===== config.mk =====
export PLATFORM = sky130hd
export DESIGN_NAME = acc_cpu_core_flat
export DESIGN_NICKNAME = d
export VERILOG_FILES = /design/src/rtl/acc_cpu_pkg.sv /design/src/rtl/acc_cpu_if.sv /design/src/rtl/acc_cpu_alu.sv /design/src/rtl/acc_cpu_core.sv /design/src/flat_wrapper.sv
export SDC_FILE = /design/constraint.sdc
export NUM_CORES = 1
export LEC_CHECK = 0
export CAP_MARGIN = 20
export CORE_ASPECT_RATIO = 0.9
export CORE_UTILIZATION = 25
export DETAILED_ROUTE_END_ITERATION = 10
export GPL_ROUTABILITY_DRIVEN = 0
export PLACE_DENSITY = 0.5
export SETUP_SLACK_MARGIN = 0.4
export SLEW_MARGIN = 10
export SYNTH_ARGS = -nofsm -noshare
export SYNTH_HDL_FRONTEND = slang
export SYNTH_HIERARCHICAL = 1
export SYNTH_SLANG_ARGS = --single-unit

===== constraint.sdc =====
create_clock -name clk -period 4.54 [get_ports clk]
set_input_delay 0.681 -clock clk [delete_from_list [all_inputs] [get_ports clk]]
set_output_delay 0.681 -clock clk [all_outputs]
set_load 0.05 [all_outputs]

===== src/rtl/acc_cpu_pkg.sv =====
// Shared types for the accumulator CPU: opcodes, FSM states, ALU ops and skip codes.
package acc_cpu_pkg;

    typedef enum logic [3:0] {
        OP_NOP      = 4'h0,
        OP_LOAD     = 4'h1,
        OP_STORE    = 4'h2,
        OP_ADD      = 4'h3,
        OP_SUBT     = 4'h4,
        OP_HALT     = 4'h7,
        OP_SKIPCOND = 4'h8,
        OP_JUMP     = 4'h9,
        OP_CLEAR    = 4'hA,
        OP_ADDI     = 4'hB
    } opcode_e;

    typedef enum logic [2:0] {
        ST_HALT,
        ST_F0,
        ST_F1,
        ST_F2,
        ST_EX0,
        ST_EX1
    } state_e;

    typedef enum logic [1:0] {
        ALU_PASS,
        ALU_ADD,
        ALU_SUB
    } alu_op_e;

    localparam logic [1:0] SK_NEG   = 2'b00;
    localparam logic [1:0] SK_ZERO  = 2'b01;
    localparam logic [1:0] SK_POS   = 2'b10;
    localparam logic [1:0] SK_NEVER = 2'b11;

    function automatic logic skip_taken(input logic [1:0] cond, input logic neg, input logic zero);
        case (cond)
            SK_NEG:  return neg;
            SK_ZERO: return zero;
            SK_POS:  return !neg && !zero;
            default: return 1'b0;
        endcase
    endfunction

endpackage


===== src/rtl/acc_cpu_if.sv =====
// Single-port synchronous RAM port between the core (master) and the memory (slave).
interface acc_cpu_if #(
    parameter int DATA_WIDTH = 8,
    parameter int ADDR_WIDTH = 8
);
    logic [ADDR_WIDTH-1:0] mem_addr;
    logic [DATA_WIDTH-1:0] mem_wdata;
    logic [DATA_WIDTH-1:0] mem_rdata;
    logic                  mem_cs;
    logic                  mem_we;
    logic                  mem_oe;

    modport master (output mem_addr, mem_wdata, mem_cs, mem_we, mem_oe, input mem_rdata);
    modport slave  (input mem_addr, mem_wdata, mem_cs, mem_we, mem_oe, output mem_rdata);
endinterface


===== src/rtl/acc_cpu_alu.sv =====
// Combinational accumulator ALU: pass/add/sub plus sign and zero flags of the accumulator.
module acc_cpu_alu
    import acc_cpu_pkg::*;
#(
    parameter int DATA_WIDTH = 8
) (
    input  alu_op_e                       op,
    input  logic signed [DATA_WIDTH-1:0]  a,
    input  logic signed [DATA_WIDTH-1:0]  b,
    output logic signed [DATA_WIDTH-1:0]  y,
    output logic                          neg,
    output logic                          zero
);
    always_comb begin
        y = b;
        case (op)
            ALU_ADD: y = a + b;
            ALU_SUB: y = a - b;
            default: y = b;
        endcase
    end

    assign neg  = a[DATA_WIDTH-1];
    assign zero = (a == '0);
endmodule


===== src/rtl/acc_cpu_core.sv =====
// Accumulator CPU core: two-word fetch, execute against a synchronous RAM, halt/start handshake.
module acc_cpu_core
    import acc_cpu_pkg::*;
#(
    parameter int DATA_WIDTH = 8,
    parameter int ADDR_WIDTH = 8,
    parameter int RESET_PC   = 0
) (
    input  logic                  clk,
    input  logic                  rst_n,
    input  logic                  start,
    acc_cpu_if.master             mem,
    output logic                  halted,
    output logic                  illegal,
    output logic [DATA_WIDTH-1:0] ac_out,
    output logic [ADDR_WIDTH-1:0] pc_out
);
    if (DATA_WIDTH < 8 || ADDR_WIDTH > DATA_WIDTH) begin : g_bad_params
        $error("acc_cpu_core: need DATA_WIDTH >= 8 and ADDR_WIDTH <= DATA_WIDTH");
    end

    state_e                        state, state_nxt;
    logic [ADDR_WIDTH-1:0]         pc, pc_nxt;
    logic [DATA_WIDTH-1:0]         ira, ira_nxt, irb, irb_nxt;
    logic signed [DATA_WIDTH-1:0]  ac, ac_nxt, alu_b, alu_y;
    logic                          illegal_q, illegal_nxt;
    logic [3:0]                    opc;
    logic [ADDR_WIDTH-1:0]         ea;
    alu_op_e                       alu_op;
    logic                          ac_neg, ac_zero;
    logic [ADDR_WIDTH-1:0]         addr_c;
    logic                          cs_c, we_c;
    logic                          unused_ira_bits;

    assign opc             = ira[DATA_WIDTH-1 -: 4];
    assign ea              = irb[ADDR_WIDTH-1:0];
    assign unused_ira_bits = ^ira[DATA_WIDTH-5:2];

    // Memory operand arrives in EX1; ADDI uses the operand word itself.
    assign alu_b = (state == ST_EX1) ? mem.mem_rdata : irb;

    always_comb begin
        alu_op = ALU_ADD;
        case (opc)
            OP_LOAD: alu_op = ALU_PASS;
            OP_SUBT: alu_op = ALU_SUB;
            default: alu_op = ALU_ADD;
        endcase
    end

    acc_cpu_alu #(.DATA_WIDTH(DATA_WIDTH)) u_alu (
        .op   (alu_op),
        .a    (ac),
        .b    (alu_b),
        .y    (alu_y),
        .neg  (ac_neg),
        .zero (ac_zero)
    );

    always_comb begin
        state_nxt   = state;
        pc_nxt      = pc;
        ira_nxt     = ira;
        irb_nxt     = irb;
        ac_nxt      = ac;
        illegal_nxt = illegal_q;
        case (state)
            ST_HALT: if (start) state_nxt = ST_F0;
            ST_F0:   state_nxt = ST_F1;
            ST_F1: begin
                ira_nxt   = mem.mem_rdata;
                pc_nxt    = pc + 1'b1;
                state_nxt = ST_F2;
            end
            ST_F2: begin
                irb_nxt   = mem.mem_rdata;
                pc_nxt    = pc + 1'b1;
                state_nxt = ST_EX0;
            end
            ST_EX0: begin
                state_nxt = ST_F0;
                case (opc)
                    OP_LOAD, OP_ADD, OP_SUBT: state_nxt = ST_EX1;
                    OP_NOP, OP_STORE:         ;
                    OP_HALT:                  state_nxt = ST_HALT;
                    OP_SKIPCOND: if (skip_taken(ira[1:0], ac_neg, ac_zero)) pc_nxt = pc + ADDR_WIDTH'(2);
                    OP_JUMP:                  pc_nxt = ea;
                    OP_CLEAR:                 ac_nxt = '0;
                    OP_ADDI:                  ac_nxt = alu_y;
                    default: begin
                        illegal_nxt = 1'b1;
                        state_nxt   = ST_HALT;
                    end
                endcase
            end
            ST_EX1: begin
                ac_nxt    = alu_y;
                state_nxt = ST_F0;
            end
            default: state_nxt = ST_HALT;
        endcase
    end

    // Memory controls depend on registered state only, never on mem_rdata.
    always_comb begin
        addr_c = pc;
        cs_c   = 1'b0;
        we_c   = 1'b0;
        case (state)
            ST_F0: cs_c = 1'b1;
            ST_F1: begin
                cs_c   = 1'b1;
                addr_c = pc + 1'b1;
            end
            ST_EX0: begin
                addr_c = ea;
                case (opc)
                    OP_LOAD, OP_ADD, OP_SUBT: cs_c = 1'b1;
                    OP_STORE: begin
                        cs_c = 1'b1;
                        we_c = 1'b1;
                    end
                    default: ;
                endcase
            end
            ST_EX1:  addr_c = ea;
            default: ;
        endcase
    end

    always_ff @(posedge clk or negedge rst_n) begin
        if (!rst_n) begin
            state     <= ST_HALT;
            pc        <= ADDR_WIDTH'(RESET_PC);
            ira       <= '0;
            irb       <= '0;
            ac        <= '0;
            illegal_q <= 1'b0;
        end else begin
            state     <= state_nxt;
            pc        <= pc_nxt;
            ira       <= ira_nxt;
            irb       <= irb_nxt;
            ac        <= ac_nxt;
            illegal_q <= illegal_nxt;
        end
    end

    assign mem.mem_addr  = addr_c;
    assign mem.mem_wdata = ac;
    assign mem.mem_cs    = cs_c;
    assign mem.mem_we    = we_c;
    assign mem.mem_oe    = cs_c & ~we_c;
    assign halted        = (state == ST_HALT);
    assign illegal       = illegal_q;
    assign ac_out        = ac;
    assign pc_out        = pc;
endmodule

===== src/flat_wrapper.sv =====
// flat-port wrapper written by rule: the top's interface ports become plain ports
module acc_cpu_core_flat import acc_cpu_pkg::*;
#(
    parameter int DATA_WIDTH = 8,
    parameter int ADDR_WIDTH = 8,
    parameter int RESET_PC   = 0
)
  (clk, rst_n, start, halted, illegal, ac_out, pc_out, mem_mem_addr, mem_mem_wdata, mem_mem_cs, mem_mem_we, mem_mem_oe, mem_mem_rdata);
  acc_cpu_if #(.DATA_WIDTH(DATA_WIDTH), .ADDR_WIDTH(ADDR_WIDTH)) mem_i ();
  input  logic clk;
  input  logic rst_n;
  input  logic start;
  output logic halted;
  output logic illegal;
  output logic [DATA_WIDTH-1:0] ac_out;
  output logic [ADDR_WIDTH-1:0] pc_out;
  output wire logic [$bits(mem_i.mem_addr)-1:0] mem_mem_addr;
  output wire logic [$bits(mem_i.mem_wdata)-1:0] mem_mem_wdata;
  output wire logic [$bits(mem_i.mem_cs)-1:0] mem_mem_cs;
  output wire logic [$bits(mem_i.mem_we)-1:0] mem_mem_we;
  output wire logic [$bits(mem_i.mem_oe)-1:0] mem_mem_oe;
  input wire logic [$bits(mem_i.mem_rdata)-1:0] mem_mem_rdata;
  assign mem_mem_addr = mem_i.mem_addr;
  assign mem_mem_wdata = mem_i.mem_wdata;
  assign mem_mem_cs = mem_i.mem_cs;
  assign mem_mem_we = mem_i.mem_we;
  assign mem_mem_oe = mem_i.mem_oe;
  assign mem_i.mem_rdata = mem_mem_rdata;
  acc_cpu_core #(.DATA_WIDTH(DATA_WIDTH), .ADDR_WIDTH(ADDR_WIDTH), .RESET_PC(RESET_PC)) u_core (.clk(clk), .rst_n(rst_n), .start(start), .mem(mem_i), .halted(halted), .illegal(illegal), .ac_out(ac_out), .pc_out(pc_out));
endmodule

# Word level (Yosys, flattened, before mapping)
# Cells that the tools add are included.
# Widths: inputs -> output; s select.
[totals]
output_inout_bits = 37
romBits = 0
word_cells = 73
reg_bits = 36
latch_bits = 0
ram_bits = 0
n_memories = 0
input_bits = 11
[classes]
n_bitwise = 3
eq_ne = 22
n_addsub = 4
multipliers = 0
magnitude_cmp = 0
n_div = 0
mux = 19
n_shift = 0
reduce_logical = 19
[op_table]
columns = ["operator", "n"]
rows = [
  ["$pmux 8 s2", 6],
  ["$pmux 3 s6", 1],
  ["$eq 4x4->1 const B", 4],
  ["$mux 8", 2],
  ["$reduce_or 10->1", 1],
  ["$add 8x1->8 const B", 1],
  ["$add 8x2->8 const B", 1],
  ["$add 8x8->8", 1],
  ["$eq 4x2->1 const B", 2],
  ["$eq 4x3->1 const B", 2],
  ["$logic_not 8->1", 1],
  ["$sub 8x8->8", 1],
  ["$eq 3x2->1 const B", 2],
  ["$eq 3x3->1 const B", 2],
  ["$ne 3x3->1 const B", 2],
  ["$pmux 3 s2", 1],
  ["$reduce_or 2->1", 3],
  ["$reduce_or 6->1", 1],
  ["$mux 1", 5],
  ["$eq 2x1->1 const B", 2],
  ["$eq 2x2->1 const B", 2],
  ["$eq 4x1->1 const B", 1],
  ["$logic_not 4->1", 1],
  ["$pmux 2 s2", 1],
  ["other kinds (17)", 21],
]

# Longest topological paths before layout
# Gate-level depths: netlist of run 1.
[depth]
ltp_word = 9
mapped_depth = 16

# By module
# Netlist of run 1, hierarchy kept.
[by_module_without_submodules]
columns = ["module", "area_each_um2", "cells_each", "seq_area_each_um2", "n_inst"]
rows = [
  ["acc_cpu_core", 2215.9, 242, 850.8, 1],
  ["acc_cpu_alu", 531.8, 75, 0.0, 1],
]

# Worst setup path before layout of run 1
# Ideal clock, no wire load.
[synth_path]
kind = "reg2reg"
from = "register u_core.state[2]"
to = "register u_core.ac[7] (netlist: u_core/ac_out[7])"
required_ns = 4.419
period_less_slack_ns = 3.160
setup_time_ns = 0.121
setup_slack_ns = 1.380
arrival_time_ns = 3.039
path_stages_with_launch = 17
n_path_buf = 1
cell_sequence = "dfrtp_1 -> buf_4 -> nor2b_1 -> nand2_1 -> mux2_2 -> inv_1 -> ha_1 -> a31oi_1 -> xnor2_1 -> ha_1 -> a21o_1 -> a31o_2 -> a21oi_1 -> xnor2_1 -> nor2_1 -> xor2_1 -> a22o_1"
[synth_via]
elab_chain_len = 6
[synth_rtl]
columns = ["element", "line_no", "source"]
rows = [
  ["start, declared", "acc_cpu_core.sv:22", "state_e state, state_nxt;"],
  ["start signal, assigned", "acc_cpu_core.sv:140", "state <= state_nxt;"],
  ["$eq 3x3->1 *", "acc_cpu_core.sv:40", "assign alu_b = (state == ST_EX1) ? mem.mem_rdata : irb;"],
  ["$mux 8 *", "acc_cpu_core.sv:40", ""],
  ["via u_core.alu_b[0]", "acc_cpu_core.sv:25", "logic signed [DATA_WIDTH-1:0] ac, ac_nxt, alu_b, alu_y;"],
  ["$sub 8x8->8 or $add 8x8->8 (tied branches)", "acc_cpu_alu.sv:18, acc_cpu_alu.sv:17", ""],
  ["$pmux 8 s2 *", "acc_cpu_alu.sv:16", "case (op)"],
  ["via u_core.alu_y[7]", "acc_cpu_core.sv:25", ""],
  ["$pmux 8 s2", "acc_cpu_core.sv:82", "case (opc)"],
  ["$pmux 8 s2 *", "acc_cpu_core.sv:67", "case (state)"],
  ["end signal, assigned", "acc_cpu_core.sv:144", "ac <= ac_nxt;"],
  ["end, declared", "acc_cpu_core.sv:25", ""],
]
# The timed path passes the listed nets; every way through them passes the cells marked *.
# A chain may end at the register's enable or synchronous reset.

# Final worst setup path of run 1
[layout_path]
from = "register u_core.state[1]"
to = "output port mem_mem_addr[6]"
[layout_via]
elab_chain_len = 3
[layout_rtl]
columns = ["element", "line_no", "source"]
rows = [
  ["$eq 3x3->1", "acc_cpu_core.sv:109", "case (state)"],
  ["$reduce_or 2->1 (no source line)", "n/a", ""],
  ["$pmux 8 s2 *", "acc_cpu_core.sv:109", ""],
  ["end, declared", "flat_wrapper.sv:17", "output wire logic [$bits(mem_i.mem_addr)-1:0] mem_mem_addr;"],
]
# Every way passes the cells marked *; elsewhere a longest branch is shown, timed or not.

==> impl_metrics.toml, run 1 <==
[layout]
multi_input_area_um2 = 1670
antenna_cells = 0
fin_cells = 477
fillers = 1048
regArea_um2 = 851
area_growth_pct = 24.2
drive_above_1_share_pct = 11.2
nets = 370

[synthesis]
yosys_warnings = 6
synth.distinct_cells = 61
yosys.area_share.simple_pct = 22.1
syn_avg_cell_area_um2 = 8.67
synthesis.instances = 317
ys_seq_area_share_pct = 31.0
synth_top_family_by_area = "simple AND/OR/NAND/NOR gates"
synth_flop_cell = "dfrtp_1"
yosys.area.top_type_share_pct = 31.0
synthXorXnorAreaFrac_pct = 4.78
synth_mux_area_share_pct = 7.33
syn-cell-area_um2 = 2750
synth_edf_count = 0
async_reset_ff_share_pct = 100
synth-compound-area-share_pct = 20.6
synth_fa_ha_area_share_pct = 5.74
syn-num-nets = 340
yosys-top-cells-area = "dfrtp_1, mux2_2, nand2_1"
synth-seq-cells = 34
synth.largest_area_cell = "dfrtp_1"

[worst_hold_path]
hold_depth = 1
hold_start = "u_core/illegal$_DFFE_PN0P_"
hold_path_end = "u_core/illegal$_DFFE_PN0P_"
worst_hold_path_type = "reg2reg"

[floorplan]
start_util_pct = 26.3
chipHeight_um = 101
fp.dieArea_um2 = 11400
row_count = 35
coreArea_um2 = 10500
die_x_um = 113
pin_count = 48

[global_route]
antenna_found_initial = 0
grt_use_total_pct = 14.4
grt_pass1_wl_mm = 12.8
first_global_vias = 2429
overflow = 0
grt_max_degree = 35

[critical_path]
cp.arrival_ps = 3120
critPathMaxStageDelay_ps = 710
cp_num_buf_inv = 1
start_kind = "flip-flop"
worstReg2RegStart = "u_core/state[2]$_DFFE_PN0P_"
r2r_slack_ps = 940
reg2reg_to = "u_core/ac_out[7]$_DFFE_PN0P_"
reg2reg_depth = 16
critPathCaptureType = "output pin"
crit_type = "reg2out"
cp_top_family = "simple AND/OR/NAND/NOR gates"
crit_path_top_delay_cell = "clkdlybuf4s50_1"
path_cells = "nor2b_1 > nand2_2 > nand2_1 > o21ai_0 > a221o_1 > clkdlybuf4s50_1"
cp.required_ps = 3860
cp.depth = 6
crit_fanout = 17

[sta]
clock.fmax_mhz = 263
period_minus_slack_ps = 3800
whs_ps = 467
fin_crit_sh_pct = 83.6
worst_pin_slew_ps = 852
setup_viol = 0
rsz0062_at_grt = "false"
finalHoldViolCount = 0
tns_ps = 0
finClkSkew_ps = 5.51
relSlewSlack_pct = 43.2
finalMaxSlewViolations = 0

[cts]
cts_tree = "built"
ctsHoldBuffers = 0
post_cts_buffers = 0
cts_sinks = 34
clockBufferDepth = 2
clk_pin_slew_ps = 60
clkLatencyLatePin_ps = 280
cts-root-buf = "clkbuf_16"
numCtsBuffers = 5
cts_resized = 0
htree_levels = 2

[drt]
first_pass_iters = 6
dr_total_vias = 2421
wire_per_inst_um = 16.0
viasPerCell = 5.08
drc = 0
ant_nets = 0
drtIter0Drc = 182
drt_wl_total_mm = 7.64

[status]
status = "finished clean"

[place]
dp_cells = 469
port_buffers = 47
dp_hpwl_mm = 5.63

[flow_run]
drv_cap = 0
==> how the worst max path moves through the flow <==
stage	slack, ps	from	endpoint
after floorplan	1380	u_core/state[2]$_DFFE_PN0P_	u_core/ac_out[7]$_DFFE_PN0P_
after global placement	930	mem_mem_rdata[0]	u_core/ac_out[7]$_DFFE_PN0P_
after detailed placement	920	mem_mem_rdata[0]	u_core/ac_out[7]$_DFFE_PN0P_
after CTS	730	u_core/state[1]$_DFFE_PN0P_	mem_mem_addr[6]
after global routing	520	u_core/state[1]$_DFFE_PN0P_	mem_mem_addr[6]
final	740	u_core/state[1]$_DFFE_PN0P_	mem_mem_addr[6]
==> sequential cells by signal, summed over array words and instances (netlist names) <==
register and cells:
u_core/ira 6, u_core/illegal 1, u_core/ea 8, u_core/pc_out 8, u_core/state 3, u_core/ac_out 8
==> final cells by class <==
cell class              count  area share [%]
clock inverters             3            2.02
well taps                 129            4.73
multi-input cells         243            48.8
inverters                  13            1.43
clock buffers               5            3.67
repair buffers             50            14.4
flip-flops and latches     34            24.9
==> metrics by stage <==
step	utilization (%)	setup slack (ps)	area, µm²
4_1_cts	32.6	726	3410
3_3_place_gp	30.8	928	3220
6_report	32.6	744	3410
5_1_grt	32.6	517	3410
2_1_floorplan	-	1380	2750
3_5_place_dp	30.8	924	3220
==> per-layer routing <==
metal  vias to the layer above  part of all wire (%)  routed length (µm)  global-route usage (%)
met5                         -                     0                   0                       0
li1                       1190                     -                   -                       -
met3                         9                   3.4                 257                    1.97
met1                      1163                    49                3720                    19.9
met4                         0                   1.3                  99                    4.62
met2                        59                    47                3570                    23.3
==> Yosys cell counts (3+ instances only) <==
master    count
a21oi_1      15
nor2b_1       6
a31oi_1       4
o21ai_0      13
dfrtp_1      34
ha_1         11
nor3_1        4
xnor2_1      11
inv_1        13
and3_1        3
nor3b_1       3
a21o_1        5
clkbuf_1      6
a22oi_1       3
buf_6         4
nor2_1       19
a221o_1       5
buf_2         5
nand2_1      49
a22o_1        9
nand3_1       7
o21ai_1       9
mux2_2       17
buf_4        12
xor2_1        4
==> cell usage in the layout, fill, tap and decap left out, types with 4 or more instances in the layout <==
master           instances
nand2_1                 49
clkdlybuf4s50_1         47
dfrtp_1                 34
nor2_1                  19
mux2_2                  17
a21oi_1                 15
inv_1                   13
o21ai_0                 13
xnor2_1                 11
ha_1                    11
o21ai_1                  9
a22o_1                   9
nand3_1                  7
nor2b_1                  6
clkbuf_16                5
a221o_1                  5
a21o_1                   5
nor3_1                   4
a31oi_1                  4
xor2_1                   4
==> kinds of logic (layout without fill, tap and decap cells) <==
group / count (synthesis) / count (layout)
flip-flops: 34 / 34
AND/OR/NAND/NOR: 116 / 116
XOR/XNOR: 15 / 15
adder cells (fa/ha/maj): 12 / 12
buffers and inverters: 40 / 71
multiplexers: 18 / 18
AO/OA/AOI/OAI: 82 / 82
Power of run 1 is left out: the tool's default activity adds up to more than one toggle a clock period on the data nets, which glitch-free logic cannot reach.
==> run 2, diff against run 1 <==
--- a/config.mk
+++ b/config.mk
@@ -10,7 +10,7 @@
 export CORE_UTILIZATION = 25
 export DETAILED_ROUTE_END_ITERATION = 10
 export GPL_ROUTABILITY_DRIVEN = 0
-export PLACE_DENSITY = 0.5
+export PLACE_DENSITY = 0.51
 export SETUP_SLACK_MARGIN = 0.4
 export SLEW_MARGIN = 10
 export SYNTH_ARGS = -nofsm -noshare
==> constraint.sdc (replaced) <==
create_clock -name clk -period 3.4 [get_ports clk]
set_input_delay 0.51 -clock clk [delete_from_list [all_inputs] [get_ports clk]]
set_output_delay 0.51 -clock clk [all_outputs]
set_load 0.05 [all_outputs]
==> impl_metrics.toml, run 2 (synthesis gave the netlist of run 1 again) <==
[critical_path]
cp.required_ps = 3560
crit_top_cell = "xnor2_1"
crit_start = "u_core/state[1]$_DFFE_PN0P_"
critPathCaptureType = "flip-flop"
path_cells = "nor2b_4 > nand2_4 > mux2_4 > inv_2 > ha_4 > a31oi_2 > xnor2_1 > ha_1 > a21o_1 > a31o_2 > a21oi_2 > xnor2_1 > nor2_1 > xor2_1 > a22o_1"
crit_path_top_delay_cell = "dfrtp_1"
start_kind = "flip-flop"
cp_top_family = "compound AO/OA/AOI/OAI gates"
cp.arrival_ps = 3160
critPathMaxStageDelay_ps = 400
worstReg2RegStart = "u_core/state[1]$_DFFE_PN0P_"
crit_type = "reg2reg"
cp_num_buf_inv = 1
crit_fanout = 7

[sta]
finalMaxSlewViolations = 0
relSlewSlack_pct = 45.7
clock.fmax_mhz = 333
fin_crit_sh_pct = 88.3
rsz0062_at_grt = "true"
finClkSkew_ps = 4.36
setup_viol = 0
period_minus_slack_ps = 3000
tns_ps = 0
worst_pin_slew_ps = 815
finalHoldViolCount = 0

[drt]
drc = 0
wire_per_inst_um = 15.9
drtIter0Drc = 97
first_pass_iters = 7
viasPerCell = 5.08
ant_nets = 0
dr_total_vias = 2505
drt_wl_total_mm = 7.85

[place]
dp_hpwl_mm = 5.75
port_buffers = 47
dp_cells = 477

[layout]
nets = 387
area_growth_pct = 29.7
utilization_pct = 34.1
antenna_cells = 0
final_common_cell = "nand2_1"
fin_cells = 493
drive_above_1_share_pct = 19.2
final_cell_mix = "nand2_1, clkdlybuf4s50_1, dfrtp_1"

[floorplan]
die_x_um = 113
pin_count = 48
chipHeight_um = 101
row_count = 35
coreArea_um2 = 10500
start_util_pct = 26.3
fp.dieArea_um2 = 11400

[worst_hold_path]
hold_start = "u_core/illegal$_DFFE_PN0P_"
worst_hold_path_type = "reg2reg"

[status]
status = "finished clean"

[global_route]
grt_use_total_pct = 14.0
first_global_vias = 2402
grt_max_degree = 35
antenna_found_initial = 0
grt_pass1_wl_mm = 12.6
overflow = 0

[cts]
htree_levels = 2
cts-root-buf = "clkbuf_16"
clkLatencyLatePin_ps = 270
ctsHoldBuffers = 0
cts_tree = "built"
clockBufferDepth = 2
cts_sinks = 34
numCtsBuffers = 5
clk_pin_slew_ps = 50

[flow_run]
drv_cap = 0
## run 2: cell count changes in the layout (fill, tap and decap cells not counted), moves of 3 or more
cell and change:
buf_4 +22, clkdlybuf4s50_1 -9, dlygate4sd2_1 +3, mux2_2 -4, mux2_4 +4
## run 2: final timing paths
check	endpoint	slack (ps)	cells after the start
min in group asynchronous	u_core/ac_out[3]$_DFFE_PN0P_	660	2
hold / removal	u_core/illegal$_DFFE_PN0P_	470	1
setup reg to reg	u_core/ac_out[7]$_DFFE_PN0P_	400	15
setup / recovery	u_core/ac_out[7]$_DFFE_PN0P_	400	15
max in group asynchronous	u_core/ira[4]$_DFFE_PN0P_	2380	2
hold reg to reg	u_core/illegal$_DFFE_PN0P_	470	1
## run 2: area by class of cell
class                   count  area [µm²]
clock buffers               7         133
multi-input cells         243        1760
well taps                 129         161
fillers                  1068        6900
inverters                  13        48.8
repair buffers             67         607
flip-flops and latches     34         853
## run 2: worst reg2reg max path: stages (launching register included)
cell	delay, ps
dfrtp_1	400
nor2b_4	160
nand2_4	130
mux2_4	360
inv_2	70
ha_4	140
a31oi_2	80
xnor2_1	190
ha_1	280
a21o_1	200
a31o_2	240
a21oi_2	120
xnor2_1	130
nor2_1	60
xor2_1	130
a22o_1	190
## run 2: per-layer routing
metal	vias to the layer above	wire length [µm]	part of all wire [%]	track usage, %
met3	6	289	3.7	2.27
met1	1214	3770	48	18.8
met2	62	3690	47	23.7
li1	1223	-	-	-
met4	0	98	1.2	3.49
met5	-	0	0	0
## run 2: metrics by stage
step                      setup WS, ps  hold WS (ps)  instance area, µm²
after floorplan                    424           214                2780
after global placement             101           463                3290
after detailed placement          87.4           461                3290
after CTS                          270           475                3430
after global routing               250           502                3560
final                              397           471                3560
## run 2: repair_timing
item | CTS | global route
pin swaps | 0 | 7
cloned | 0 | 0
endpoints found under the setup margin | 6 | 6
gates resized for setup | 4 | 15
setup buffers | 0 | 9
Power of run 2 is left out for the same reason.
